$ cat src/rtl/bp_be_stride_prefetch_gen.sv
// Stride prefetch generator: on a confirmed stride, walks up to depth_p line-aligned
// addresses ahead of the demand load within one page, over a valid/ready handshake.
module bp_be_stride_prefetch_gen #(
    parameter int vaddr_width_p          = 39,
    parameter int stride_width_p         = 8,
    parameter int effective_addr_width_p = vaddr_width_p,
    parameter int depth_p                = 4,
    parameter int line_offset_width_p    = 6,
    parameter int page_offset_width_p    = 12
) (
    input  logic                              clk_i,
    input  logic                              reset_i,
    input  logic                              start_discovery_i,
    input  logic                              confirm_discovery_i,
    input  logic [vaddr_width_p-1:0]          striding_pc_i,
    input  logic [effective_addr_width_p-1:0] eff_addr_i,
    input  logic [stride_width_p-1:0]         stride_i,
    output logic                              prefetch_v_o,
    output logic [effective_addr_width_p-1:0] prefetch_addr_o,
    input  logic                              prefetch_ready_and_i,
    output logic                              busy_o,
    output logic                              dropped_o
);

    localparam int ea_w_lp    = effective_addr_width_p;
    localparam int count_w_lp = $clog2(depth_p + 1);
    localparam int page_w_lp  = ea_w_lp - page_offset_width_p;
    localparam logic [ea_w_lp-1:0] line_mask_lp =
        {{(ea_w_lp - line_offset_width_p){1'b1}}, {line_offset_width_p{1'b0}}};

    typedef enum logic {
        IDLE  = 1'b0,
        ISSUE = 1'b1
    } state_e;

    state_e                   state_q, state_d;
    logic [vaddr_width_p-1:0] pc_q, pc_d;
    logic [ea_w_lp-1:0]       cur_addr_q, cur_addr_d;
    logic [ea_w_lp-1:0]       stride_q, stride_d;
    logic [page_w_lp-1:0]     base_page_q, base_page_d;
    logic [count_w_lp-1:0]    count_q, count_d;
    logic [ea_w_lp-1:0]       last_line_q, last_line_d;
    logic                     last_line_v_q, last_line_v_d;
    logic                     dropped_q, dropped_d;

    logic [ea_w_lp-1:0] stride_ext;
    logic [ea_w_lp-1:0] cur_line;
    logic               page_stop;
    logic               dup_skip;
    logic               issue_v;
    logic               is_confirm;
    logic               same_pc;

    assign stride_ext = {{(ea_w_lp - stride_width_p){stride_i[stride_width_p-1]}}, stride_i};
    assign cur_line   = cur_addr_q & line_mask_lp;
    assign page_stop  = (cur_addr_q[ea_w_lp-1:page_offset_width_p] != base_page_q);
    assign dup_skip   = last_line_v_q && (cur_line == last_line_q);
    assign is_confirm = confirm_discovery_i && (stride_i != '0);
    assign same_pc    = (striding_pc_i == pc_q);

    // The request depends only on registered state, so it stays stable under backpressure.
    assign issue_v         = (state_q == ISSUE) && !page_stop && !dup_skip;
    assign prefetch_v_o    = issue_v;
    assign prefetch_addr_o = issue_v ? cur_line : '0;
    assign busy_o          = (state_q == ISSUE);
    assign dropped_o       = dropped_q;

    always_comb begin
        state_d       = state_q;
        pc_d          = pc_q;
        cur_addr_d    = cur_addr_q;
        stride_d      = stride_q;
        base_page_d   = base_page_q;
        count_d       = count_q;
        last_line_d   = last_line_q;
        last_line_v_d = last_line_v_q;
        dropped_d     = 1'b0;

        unique case (state_q)
            IDLE: begin
                if (is_confirm) begin
                    state_d     = ISSUE;
                    cur_addr_d  = eff_addr_i + stride_ext;
                    base_page_d = eff_addr_i[ea_w_lp-1:page_offset_width_p];
                    count_d     = count_w_lp'(depth_p);
                    pc_d        = striding_pc_i;
                    stride_d    = stride_ext;
                end
            end
            ISSUE: begin
                if (start_discovery_i && same_pc) begin
                    state_d       = IDLE;
                    last_line_v_d = 1'b0;
                end else if (is_confirm && same_pc) begin
                    // The accepted line is still recorded; the stream position is reloaded.
                    if (issue_v && prefetch_ready_and_i) begin
                        last_line_d   = cur_line;
                        last_line_v_d = 1'b1;
                    end
                    cur_addr_d  = eff_addr_i + stride_ext;
                    base_page_d = eff_addr_i[ea_w_lp-1:page_offset_width_p];
                    count_d     = count_w_lp'(depth_p);
                    stride_d    = stride_ext;
                end else begin
                    if (confirm_discovery_i && !same_pc) begin
                        dropped_d = 1'b1;
                    end
                    if (page_stop) begin
                        state_d = IDLE;
                    end else if (dup_skip || prefetch_ready_and_i) begin
                        if (!dup_skip) begin
                            last_line_d   = cur_line;
                            last_line_v_d = 1'b1;
                        end
                        cur_addr_d = cur_addr_q + stride_q;
                        count_d    = count_q - 1'b1;
                        if (count_q == count_w_lp'(1)) begin
                            state_d = IDLE;
                        end
                    end
                end
            end
            default: state_d = IDLE;
        endcase
    end

    always_ff @(posedge clk_i) begin
        if (reset_i) begin
            state_q       <= IDLE;
            pc_q          <= '0;
            cur_addr_q    <= '0;
            stride_q      <= '0;
            base_page_q   <= '0;
            count_q       <= '0;
            last_line_q   <= '0;
            last_line_v_q <= 1'b0;
            dropped_q     <= 1'b0;
        end else begin
            state_q       <= state_d;
            pc_q          <= pc_d;
            cur_addr_q    <= cur_addr_d;
            stride_q      <= stride_d;
            base_page_q   <= base_page_d;
            count_q       <= count_d;
            last_line_q   <= last_line_d;
            last_line_v_q <= last_line_v_d;
            dropped_q     <= dropped_d;
        end
    end

endmodule

$ cat config.mk
export PLATFORM = sky130hd
export DESIGN_NAME = bp_be_stride_prefetch_gen
export DESIGN_NICKNAME = d
export VERILOG_FILES = /design/src/rtl/bp_be_stride_prefetch_gen.sv
export SDC_FILE = /design/constraint.sdc
export NUM_CORES = 1
export LEC_CHECK = 0
export BUFFER_PORTS_ARGS = -buffer_cell sky130_fd_sc_hd__buf_2
export CAP_MARGIN = 30
export CORE_MARGIN = 2
export CORE_UTILIZATION = 54
export CTS_CLUSTER_DIAMETER = 120
export DETAILED_ROUTE_END_ITERATION = 7
export PLACE_DENSITY_LB_ADDON = 0.25
export RECOVER_POWER = 100
export SYNTH_ARGS = -nofsm -noshare
export SYNTH_HDL_FRONTEND = slang
export SYNTH_SLANG_ARGS = --single-unit
export TNS_END_PERCENT = 1
$ cat constraint.sdc
create_clock -name clk_i -period 3.2 [get_ports clk_i]
set_clock_uncertainty 0.15 [all_clocks]
set_input_delay 0.16 -clock clk_i [delete_from_list [all_inputs] [get_ports clk_i]]
set_output_delay 0.16 -clock clk_i [all_outputs]
set_load 0.005 [all_outputs]
After elaboration in Yosys (flattened, before gate mapping)
Index checks and enable logic that the tools add are counted.
Widths: inputs -> output; s select.
Storage, ports and cells
  register bits after elaboration: 189
  output and inout bits: 42
  word-level logic and storage cells: 90
Cells by class
  add/subtract/negate cells: 3
  eq/ne operators: 15
  reduce and logical (&&, ||, !) cells: 21
  bitwise gates (word level): 2
  mux-type cells: 40
Operators with widths (count)
  $mux 39: 14
  $pmux 39 s2: 2
  $mux 27: 3
  $add 39x39->39: 2
  $eq 39x39->1: 2
  $pmux 27 s2: 1
  $ne 27x27->1: 1
  $mux 3: 5
  $mux 1: 13
  $ne 3x1->1 const B: 3
  $logic_and 1x1->1: 8
  $ne 2x1->1 const B: 4
  $reduce_bool 8->1: 1
  $ne 3x2->1 const B: 2
  $pmux 3 s2: 1
  $reduce_and 6->1: 1
  $reduce_and 5->1: 1
  $ne 2x2->1 const B: 2
  $reduce_and 4->1: 1
  $reduce_or 4->1: 1
  $eq 3x1->1 const B: 1
  $logic_not 1->1: 3
  $reduce_and 3->1: 1
  $reduce_bool 3->1: 1
  6 further kinds: 7

Longest topological paths before layout
Gate-level depths: netlist (run 1).
  depth after elaboration: 8
  gate-level depth with buffers: 13
  depth with buffers taken out: 13

Worst setup path before layout (run 1)
Ideal clock, no wire load.
  path kind: register to register
  from: register stride_q[37]
  to: register cur_addr_q[37]
  setup slack: -0.226 ns
  cell stages (with the launch flop): 12
  setup time: 0.120 ns
  arrival: 3.156 ns
  cell sequence: dfxtp_1 -> ha_1 -> and3_1 -> and3_1 -> a211oi_2 -> a211o_1 -> a211oi_2 -> o21ai_1 -> a21oi_1 -> a31oi_1 -> mux2_1 -> o31a_1
Between the ends
  cells in the longest elaborated chain, start to end: 6
RTL lines
  from (decl): RTL line 39  | logic [ea_w_lp-1:0] stride_q, stride_d;
  from (signal assigned): RTL line 142  | stride_q <= stride_d;
  $add 39x39->39: RTL line 115  | cur_addr_d = cur_addr_q + stride_q;
  $mux 39: RTL line 110  | end else if (dup_skip || prefetch_ready_and_i) begin
  $mux 39: RTL line 108  | if (page_stop) begin
  $mux 39: RTL line 94  | end else if (is_confirm && same_pc) begin
  $mux 39: RTL line 91  | if (start_discovery_i && same_pc) begin
  $pmux 39 s2: RTL line 79  | unique case (state_q)
  to (signal assigned): RTL line 141  | cur_addr_q <= cur_addr_d;
  to (decl): RTL line 38  | logic [ea_w_lp-1:0] cur_addr_q, cur_addr_d;
Every way passes these cells. The select of a mux whose other input is x is not followed.
A chain may end at the register's enable or synchronous reset.

Worst setup path in the final report (run 1)
  from: register stride_q[0]
  to: register cur_addr_q[38]
Same word-level chain as after synthesis.

==> results of run 1 <==
[power by group through the flow]
stage | clock network, mW | registers, mW | logic (mW)
finish | 2.06 | 2.14 | 1.68
global route | 2.15 | 2.15 | 1.84
CTS | 2.08 | 2.13 | 1.64
detailed placement | 0 | 2.18 | 1.55
global placement | 0 | 2.17 | 1.53
floorplan | 0 | 2.14 | 1.04
[worst max-delay path by stage]
stage	startpoint	endpoint
global placement	stride_i[7]	cur_addr_q[37]
global route	stride_q[0]	cur_addr_q[38]
floorplan	stride_q[37]	cur_addr_q[37]
CTS	cur_addr_q[15]	prefetch_addr_o[28]
finish	stride_q[0]	cur_addr_q[38]
detailed placement	cur_addr_q[0]	cur_addr_q[38]
[cell type report]
class	instances	area [µm²]	share of cell area
Clock buffer	17	425	0.0303
Clock inverter	15	171	0.0122
Inverter	22	82.6	0.00587
Multi-Input combinational cell	1135	7700	0.547
Sequential cell	152	3060	0.218
Tap cell	270	338	0.0240
Timing Repair Buffer	303	2290	0.163
[registers in the layout (all words and copies together), names as in the netlist]
name,cells
cur_addr_q,39
busy_o,1
last_line_v_q,1
dropped_o,1
last_line_q,33
base_page_q,27
count_q,3
stride_q,8
pc_q,39
[what timing repair did]
action | in CTS | in global routing
setup buffers | 0 | 4
setup endpoints to repair | 40 | 52
pin swaps | 4 | 17
hold buffers | 74 | 0
cloned | 0 | 3
endpoints found under the hold margin | 74 | 0
gates resized for setup | 10 | 37
[per-stage QoR]
step / instance area, µm² / total power, mW / utilization / hold WS (ns) / worst slack (ns)
floorplan: 11000 / 3.19 / - / 0.146 / 0.0917
global placement: 12500 / 3.70 / 0.625 / 0.265 / -0.0689
detailed placement: 12500 / 3.73 / 0.625 / 0.270 / -0.102
CTS: 13900 / 5.85 / 0.693 / 0.0396 / 0.0124
global route: 14100 / 6.14 / 0.702 / 0.0740 / -0.140
finish: 14100 / 5.88 / 0.702 / 0.0573 / -0.0444
[logic make-up (layout without fill, tap and decap cells)]
group	Yosys count	in the layout
compound gates	349	349
flops	152	152
simple gates	470	470
fa+ha+maj	80	80
other cells	1	6
mux	72	72
buf+inv	87	357
xor+xnor	158	158
[worst max-delay path, stage by stage, from the launching register on]
cell and delay, ns:
dfxtp_2 0.37, ha_4 0.15, inv_2 0.04, fa_2 0.36
nand2b_4 0.15, a21o_1 0.20, a211oi_2 0.24, buf_4 0.15
o31a_1 0.18, a41oi_2 0.19, a21oi_1 0.18, buf_4 0.15
a31oi_1 0.10, mux2_1 0.32, nand2_1 0.07, a41oi_2 0.10
[cells in the final DEF (no fill, tap or decap), drive strengths merged, types with 32 or more instances in the layout]
cell	count
a21o	35
xnor2	114
dlygate4sd3	74
inv	32
and2	39
ha	78
buf	218
mux2i	70
dfxtp	152
a21oi	136
xor2	44
o21ai	57
nand2	168
nor2	141
[metal layers]
metal  track usage  up-vias  wire, µm
li1              -     5374         -
met1         0.380     5206     14200
met2         0.527      411     16500
met3        0.0522       84      2090
met4         0.126        0      1450
met5             0        -         0
==> flow_summary.ini, run 1 <==
[outcome]
status = finished, violations left
violations = negative setup slack

[final_layout]
area_growth_pct = 28.5
num-fill-cells = 1603
n_antenna_cell = 0
drive_above_1_share = 0.191
fin_cells = 1914
num-nets-final = 1802

[synthesis]
yosysMostFrequentCell = nand2_1
synth_fa_ha_area_frac = 0.0928
synth_top_family_by_area = compound AO/OA/AOI/OAI gates
synth_xor_area_frac = 0.126
synth_area_leaders = dfxtp_1, xnor2_1, ha_1
yosys_warnings = 0
syn_area_um2 = 10900
synth_cell_type_count = 76
yosysSeqAreaShare = 0.278
async_flop_share = 0
synth_top_area_cell = dfxtp_1
ys.flop_type = dfxtp_1
syn_avg_cell_area_um2 = 7.99
synth_edf_count = 0
post-synth-top-area-fraction = 0.278
synthMuxAreaShare = 0.0661
yosys.area_share.simple = 0.198
netlist_instances = 1369
synth-compound-area-share = 0.203
ys_ff_latch = 152
synth_common_cells = nand2_1, dfxtp_1, nor2_1

[clocking]
clkSinkCount = 152
ctsLongestPathBuffers = 2
cts_buffers = 17
clockRootBuffer = clkbuf_16
clk_latency_ns = 0.44
cts_tree = yes
path_clk_slew_ns = 0.07
h-tree-depth = 4

[power_and_ir_drop]
clkPwrFrac = 0.350
cellPowerDensity_nw_per_um2 = 418
vdd_drop_max_mv = 0.377
power.switching_mw = 2.05
p_leak_nw = 6.12
pwr-share-seq = 0.364
power_frac_comb = 0.286
intPower_mw = 3.84
p_sw_frac = 0.348

[worst_hold_path]
hold_path.class = in2reg
worst_hold_path.endpoint = stride_q[1]
hold_start = stride_i[1]
whs_path_depth = 5

[sta]
worst_slack_ns = -0.0444
period_share = 1.01
hold_violations = 0
worst_slew_pin_slew_ns = 0.764
setup_tns_ns = -0.0664
slew_headroom = 0.491
drv_slew = 0
rsz0062_at_grt = true
fmax_mhz = 308
setup_viol = 4
post-route-min-period_ns = 3.24

[global_routing]
grt_remaining_overflow = 0
antenna_found_initial = 0
grt_pass1_vias = 10700
grt_max_degree = 144
grtUsageTotal = 0.306
grt_pass1_wl_um = 52900

[worst_setup_path]
r2r_slack_ns = -0.04
path_max_fanout = 4
reg2reg_depth = 15
end_kind = flip-flop
cp_data_arrival_time_ns = 3.37
crit_type = reg2reg
r2r_end = cur_addr_q[38]
worst_ep_required_time_ns = 3.33
start_kind = flip-flop
r2r-start = stride_q[0]

[place]
hpwl_um = 23400
portBuffers = 126
gp_congestion = 0.954
dp.cells = 1801

[route]
dr.pass1.iters = 5
vias = 11100
drc = 0
vias_per_cell = 5.79
drt_iter0_markers = 600
ant_nets = 0
wire_per_inst_um = 17.9
wl_um = 34200

[job]
drv_cap = 0

[floorplan]
io_pins = 133
fp.coreArea_um2 = 20000
die_w_um = 146
row_count = 52
start_util = 0.546
die-area_um2 = 21400
fp.dieH_um = 146
No activity file was read; power rests on OpenSTA's default activity.
==> run 2, diff against run 1 <==
==> constraint.sdc (replaced) <==
create_clock -name clk_i -period 3.2 [get_ports clk_i]
set_clock_uncertainty 0.15 [all_clocks]
set_input_delay 0.48 -clock clk_i [delete_from_list [all_inputs] [get_ports clk_i]]
set_output_delay 0.48 -clock clk_i [all_outputs]
set_load 0.005 [all_outputs]
==> run 2 against run 1 <==
  * The flow still finishes with violations (negative setup slack)
  * Die area stayed put
  * First-iteration DRC count is 21% higher
  * Sequential share of layout area is 0.69 points higher
  * Non-clock buffer count is 16 lower
  * Critical endpoint is now prefetch_addr_o[8]
  * Wire length is 7.2% lower
  * Setup slack worse by 0.046 ns
  * Largest power group unchanged
  * Via count is 3.0% lower
  * Worst hold slack better by 0.085 ns
  * Clock-buffer cell count stayed put
  * Critical path type is now reg2out
  * Sequential power hardly changed
  * Total power is 0.16% higher
==> flow_summary.ini, run 2 (synthesized netlist as in run 1, its figures left out) <==
[place]
dp.cells = 1865
hpwl_um = 23900
gp_congestion = 0.946
postPlaceCellArea_um2 = 12900
portBuffers = 126

[clocking]
path_clk_slew_ns = 0.08
clkSinkCount = 152
clk_latency_ns = 0.44
h-tree-depth = 4
postCtsHoldBufs = 0
cts_buffers = 17
clockRootBuffer = clkbuf_16
ctsLongestPathBuffers = 2
cts_tree = yes

[power_and_ir_drop]
cellPowerDensity_nw_per_um2 = 433
p_leak_nw = 6.06
vdd_drop_max_mv = 0.444

[sta]
post-route-min-period_ns = 3.29
setup_viol = 33
worst_slack_ns = -0.0909
drv_slew = 0
worst_slew_pin_slew_ns = 0.849
rsz0062_at_grt = true
fmax_mhz = 304
period_share = 1.03
slew_headroom = 0.434
setup_tns_ns = -2.05
hold_violations = 0

[worst_setup_path]
path_max_fanout = 21
end_kind = output port
cp_data_arrival_time_ns = 2.66
worst_ep_required_time_ns = 2.57
timing.critical_path.from = cur_addr_q[15]
crit_type = reg2out
r2r_slack_ns = 0
endpoint = prefetch_addr_o[8]
r2r-start = cur_addr_q[1]
r2r_end = cur_addr_q[19]
reg2reg_depth = 13
start_kind = flip-flop

[global_routing]
grtUsageTotal = 0.292
grt_pass1_wl_um = 50500
antenna_found_initial = 1
grt_pass1_vias = 10100
grt_max_degree = 144
grt_remaining_overflow = 0

[route]
wire_per_inst_um = 16.7
dr.pass1.iters = 5
ant_nets = 0
wl_um = 31800
drt_iter0_markers = 724
vias_per_cell = 5.66
vias = 10700
drc = 0

[final_layout]
drive_above_1_share = 0.227
layout_common_cells = nand2_1, buf_4, dfxtp_1, nor2_1, a21oi_1
num-fill-cells = 1739
fin_cells = 1899
final_area_um2 = 13600
largest_registers = cur_addr_q: 39 flops, pc_q: 39 flops, last_line_q: 33 flops
final_common_cell = nand2_1
num-nets-final = 1786
area_growth_pct = 24.4

[floorplan]
fp.coreArea_um2 = 20000
row_count = 52
fp.dieH_um = 146
die-area_um2 = 21400
io_pins = 133
die_w_um = 146
start_util = 0.546

[outcome]
status = finished, violations left
violations = negative setup slack

[worst_hold_path]
hold_path.class = in2reg

[job]
drv_cap = 0
-- run 2: cell types whose count changed in the layout (fill, tap and decap cells not counted), moves of 3 or more --
| cell | previous run | this run |
|---|---|---|
| dlygate4sd3_1 | 74 | 0 |
| buf_4 | 86 | 144 |
| buf_12 | 10 | 2 |
| clkbuf_2 | 0 | 4 |
| nor4_2 | 0 | 4 |
| clkbuf_4 | 0 | 3 |
| clkinv_4 | 0 | 3 |
| clkinv_8 | 3 | 6 |
| nor4_1 | 11 | 8 |
-- run 2: metrics by stage --
step | total power [mW] | setup slack, ns | hold WS [ns] | util
after detailed placement | 3.81 | -0.384 | 0.294 | 0.646
after global placement | 3.78 | -0.354 | 0.291 | 0.646
after global routing | 6.17 | -0.253 | 0.137 | 0.680
after CTS | 5.89 | -0.0563 | 0.132 | 0.680
after floorplan | 3.19 | -0.0143 | 0.282 | -
final | 5.89 | -0.0909 | 0.142 | 0.680
-- run 2: critical path, stage by stage (launching register included) --
cell and delay [ns]:
dfxtp_2 0.35, buf_4 0.16, xor2_1 0.14, nor4_1 0.25, nand4_1 0.16, nor4_2 0.17
buf_4 0.18, nand2_1 0.10, a31oi_4 0.25, buf_8 0.19, and2_1 0.16, buf_2 0.12
-- run 2: cell type report --
cell class	count	area, µm²	area share
clock inverters	15	191	0.0141
flip-flops and latches	152	3060	0.224
repair buffers	287	1850	0.136
well taps	270	338	0.0248
inverters	22	82.6	0.00606
multi-input cells	1135	7670	0.563
clock buffers	17	425	0.0312
diodes	1	2.50	0.000184
-- run 2: worst min path at each step --
stage / startpoint / slack, ns / depth (start not counted) / end
6_report: eff_addr_i[30] / 0.14 / 3 / base_page_q[18]
5_1_grt: striding_pc_i[31] / 0.14 / 3 / pc_q[31]
4_1_cts: striding_pc_i[9] / 0.13 / 3 / pc_q[9]
3_5_place_dp: count_q[1] / 0.29 / 2 / count_q[1]
3_3_place_gp: count_q[1] / 0.29 / 2 / count_q[1]
2_1_floorplan: count_q[1] / 0.28 / 2 / count_q[1]
-- run 2: repair_timing --
action,in CTS,in global routing
pin swaps,3,1
resized for setup,21,16
setup buffers,1,0
endpoints found under the setup margin,41,63
-- run 2: report_power, final --
group	total, mW	switching [mW]	internal, mW
sequential	2.14	0.132	2.01
clock	2.07	1.00	1.07
combinational	1.69	0.903	0.782
total	5.89	2.04	3.85
-- run 2: per-layer routing --
layer	track usage	wire length [µm]	vias to the layer above
li1	-	-	5336
met1	0.383	14000	5006
met2	0.501	15300	358
met3	0.0434	1850	47
met4	0.0801	650	0
met5	0	0	-
==> run 3, diff against run 2 <==
CORE_MARGIN = 4   (was 2)
==> run 3 against run 2 <==
  * The flow still finishes with violations (negative setup slack)
  * Total power is 0.98% higher
  * First-iteration DRC count decreased by 14%
  * Combinational power up 5%
  * Fmax up 1.5%
  * Die area is 5.5% higher
  * Setup slack improved by 0.049 ns
  * Clock power about the same
  * Wire length is 1.8% higher
  * Non-clock buffer count up 15
  * Worst hold slack is essentially flat
  * Register-to-register slack improved by 0.06 ns
  * Critical endpoint is now prefetch_addr_o[21]
  * Largest cell class unchanged
==> flow_summary.ini, run 3 (synthesized netlist as in run 1, its figures left out) <==
[final_layout]
regArea_um2 = 3090
final_area_um2 = 14100
layout_common_cells = nand2_1, buf_4, nor2_1, a21oi_1, dfxtp_1
area_growth_pct = 28.4
num-fill-cells = 1530
num-nets-final = 1801
final_common_cell = nand2_1
largest_registers = cur_addr_q: 39 flops, pc_q: 39 flops, last_line_q: 33 flops
n_antenna_cell = 0
multiInputGateArea_um2 = 7800
fin_cells = 1908
drive_above_1_share = 0.256

[outcome]
violations = negative setup slack
status = finished, violations left

[clocking]
ctsLongestPathBuffers = 2
h-tree-depth = 4
clk_latency_ns = 0.44
path_clk_slew_ns = 0.07
cts_buffers = 17
clockRootBuffer = clkbuf_16
clkSinkCount = 152
cts_tree = yes

[floorplan]
start_util = 0.555
die_w_um = 150
die-area_um2 = 22600
row_count = 51
fp.dieH_um = 150
fp.coreArea_um2 = 19700
io_pins = 133

[route]
ant_nets = 0
wl_um = 32300
dr.pass1.iters = 6
drc = 0
wire_per_inst_um = 16.9
vias_per_cell = 5.70
drt_iter0_markers = 621
vias = 10900

[sta]
post-route-min-period_ns = 3.24
rsz0062_at_grt = true
drv_slew = 0
setup_viol = 33
hold_violations = 0
period_share = 1.01
setup_tns_ns = -0.754
worst_slew_pin_slew_ns = 0.883
worst_slack_ns = -0.0417
fmax_mhz = 308
slew_headroom = 0.412

[power_and_ir_drop]
p_leak_nw = 6.23
power.total_mw = 5.95
vdd_drop_max_mv = 0.398
cellPowerDensity_nw_per_um2 = 423

[global_routing]
grt_pass1_vias = 10200
antenna_found_initial = 0
grt_pass1_wl_um = 50900
grtUsageTotal = 0.281
grt_remaining_overflow = 0
grt_max_degree = 144

[place]
gp_congestion = 0.926
portBuffers = 126
postPlaceCellArea_um2 = 13000
post-place-ws_ns = -0.387
dp.cells = 1865
hpwl_um = 24200

[worst_setup_path]
worst_ep_required_time_ns = 2.57
cp_data_arrival_time_ns = 2.61
end_kind = output port
start_kind = flip-flop
crit_type = reg2out
path_max_fanout = 7

[job]
drv_cap = 0

[worst_hold_path]
hold_path.class = in2reg
-- run 3: cell count changes in the layout (fill, tap and decap cells not counted), sizes merged --
| cell | change |
|---|---|
| clkbuf | -6 |
| diode | -1 |
| clkinvlp | +2 |
| inv | +2 |
| buf | +21 |
| clkinv | -4 |
-- run 3: cell type report --
type | instances | area share
clock buffer | 17 | 0.0303
clock inverter | 15 | 0.0126
inverter | 22 | 0.00588
multi-input combinational | 1135 | 0.555
sequential | 152 | 0.220
tap | 265 | 0.0236
timing repair buffer | 302 | 0.152
-- run 3: what timing repair did --
item                                    in CTS  in global routing
buffers inserted                             4                  5
endpoints found under the setup margin      42                 75
gates cloned                                 1                  1
hold buffers                                 0                  0
pin swaps                                   10                 18
gates resized for setup                     37                 54
-- run 3: worst max-delay path: stages (launching register included) --
cell     delay (ns)
dfxtp_1        0.52
xnor2_1        0.18
nand4_1        0.20
nor4_4         0.43
nand2_2        0.13
a31oi_4        0.19
buf_12         0.17
buf_8          0.12
and2_4         0.13
buf_2          0.11
-- run 3: stage by stage --
step | utilization | hold WS, ns
detailed placement | 0.661 | 0.307
finish | 0.713 | 0.142
CTS | 0.699 | 0.132
global route | 0.713 | 0.146
floorplan | - | 0.282
global placement | 0.661 | 0.289
-- run 3: power breakdown --
| group | switching (mW) | internal (mW) | total, mW |
|---|---|---|---|
| logic | 0.941 | 0.829 | 1.77 |
| clock network | 0.990 | 1.06 | 2.05 |
| registers | 0.125 | 2.01 | 2.13 |
-- run 3: per-layer routing --
layer,vias to the layer above,track usage,wire (µm)
met5,-,0,0
met4,0,0.104,952
met3,63,0.0439,2170
met2,365,0.470,15100
met1,5066,0.367,14100
li1,5377,-,-
-- run 3: worst paths after layout --
kind | from | endpoint | slack (ns) | cells after the start
hold reg to reg | cur_addr_q[5] | cur_addr_q[5] | 0.31 | 2
setup / recovery | cur_addr_q[24] | prefetch_addr_o[21] | -0.04 | 9
setup reg to reg | cur_addr_q[0] | cur_addr_q[38] | 0.06 | 14
hold / removal | eff_addr_i[26] | base_page_q[14] | 0.14 | 3
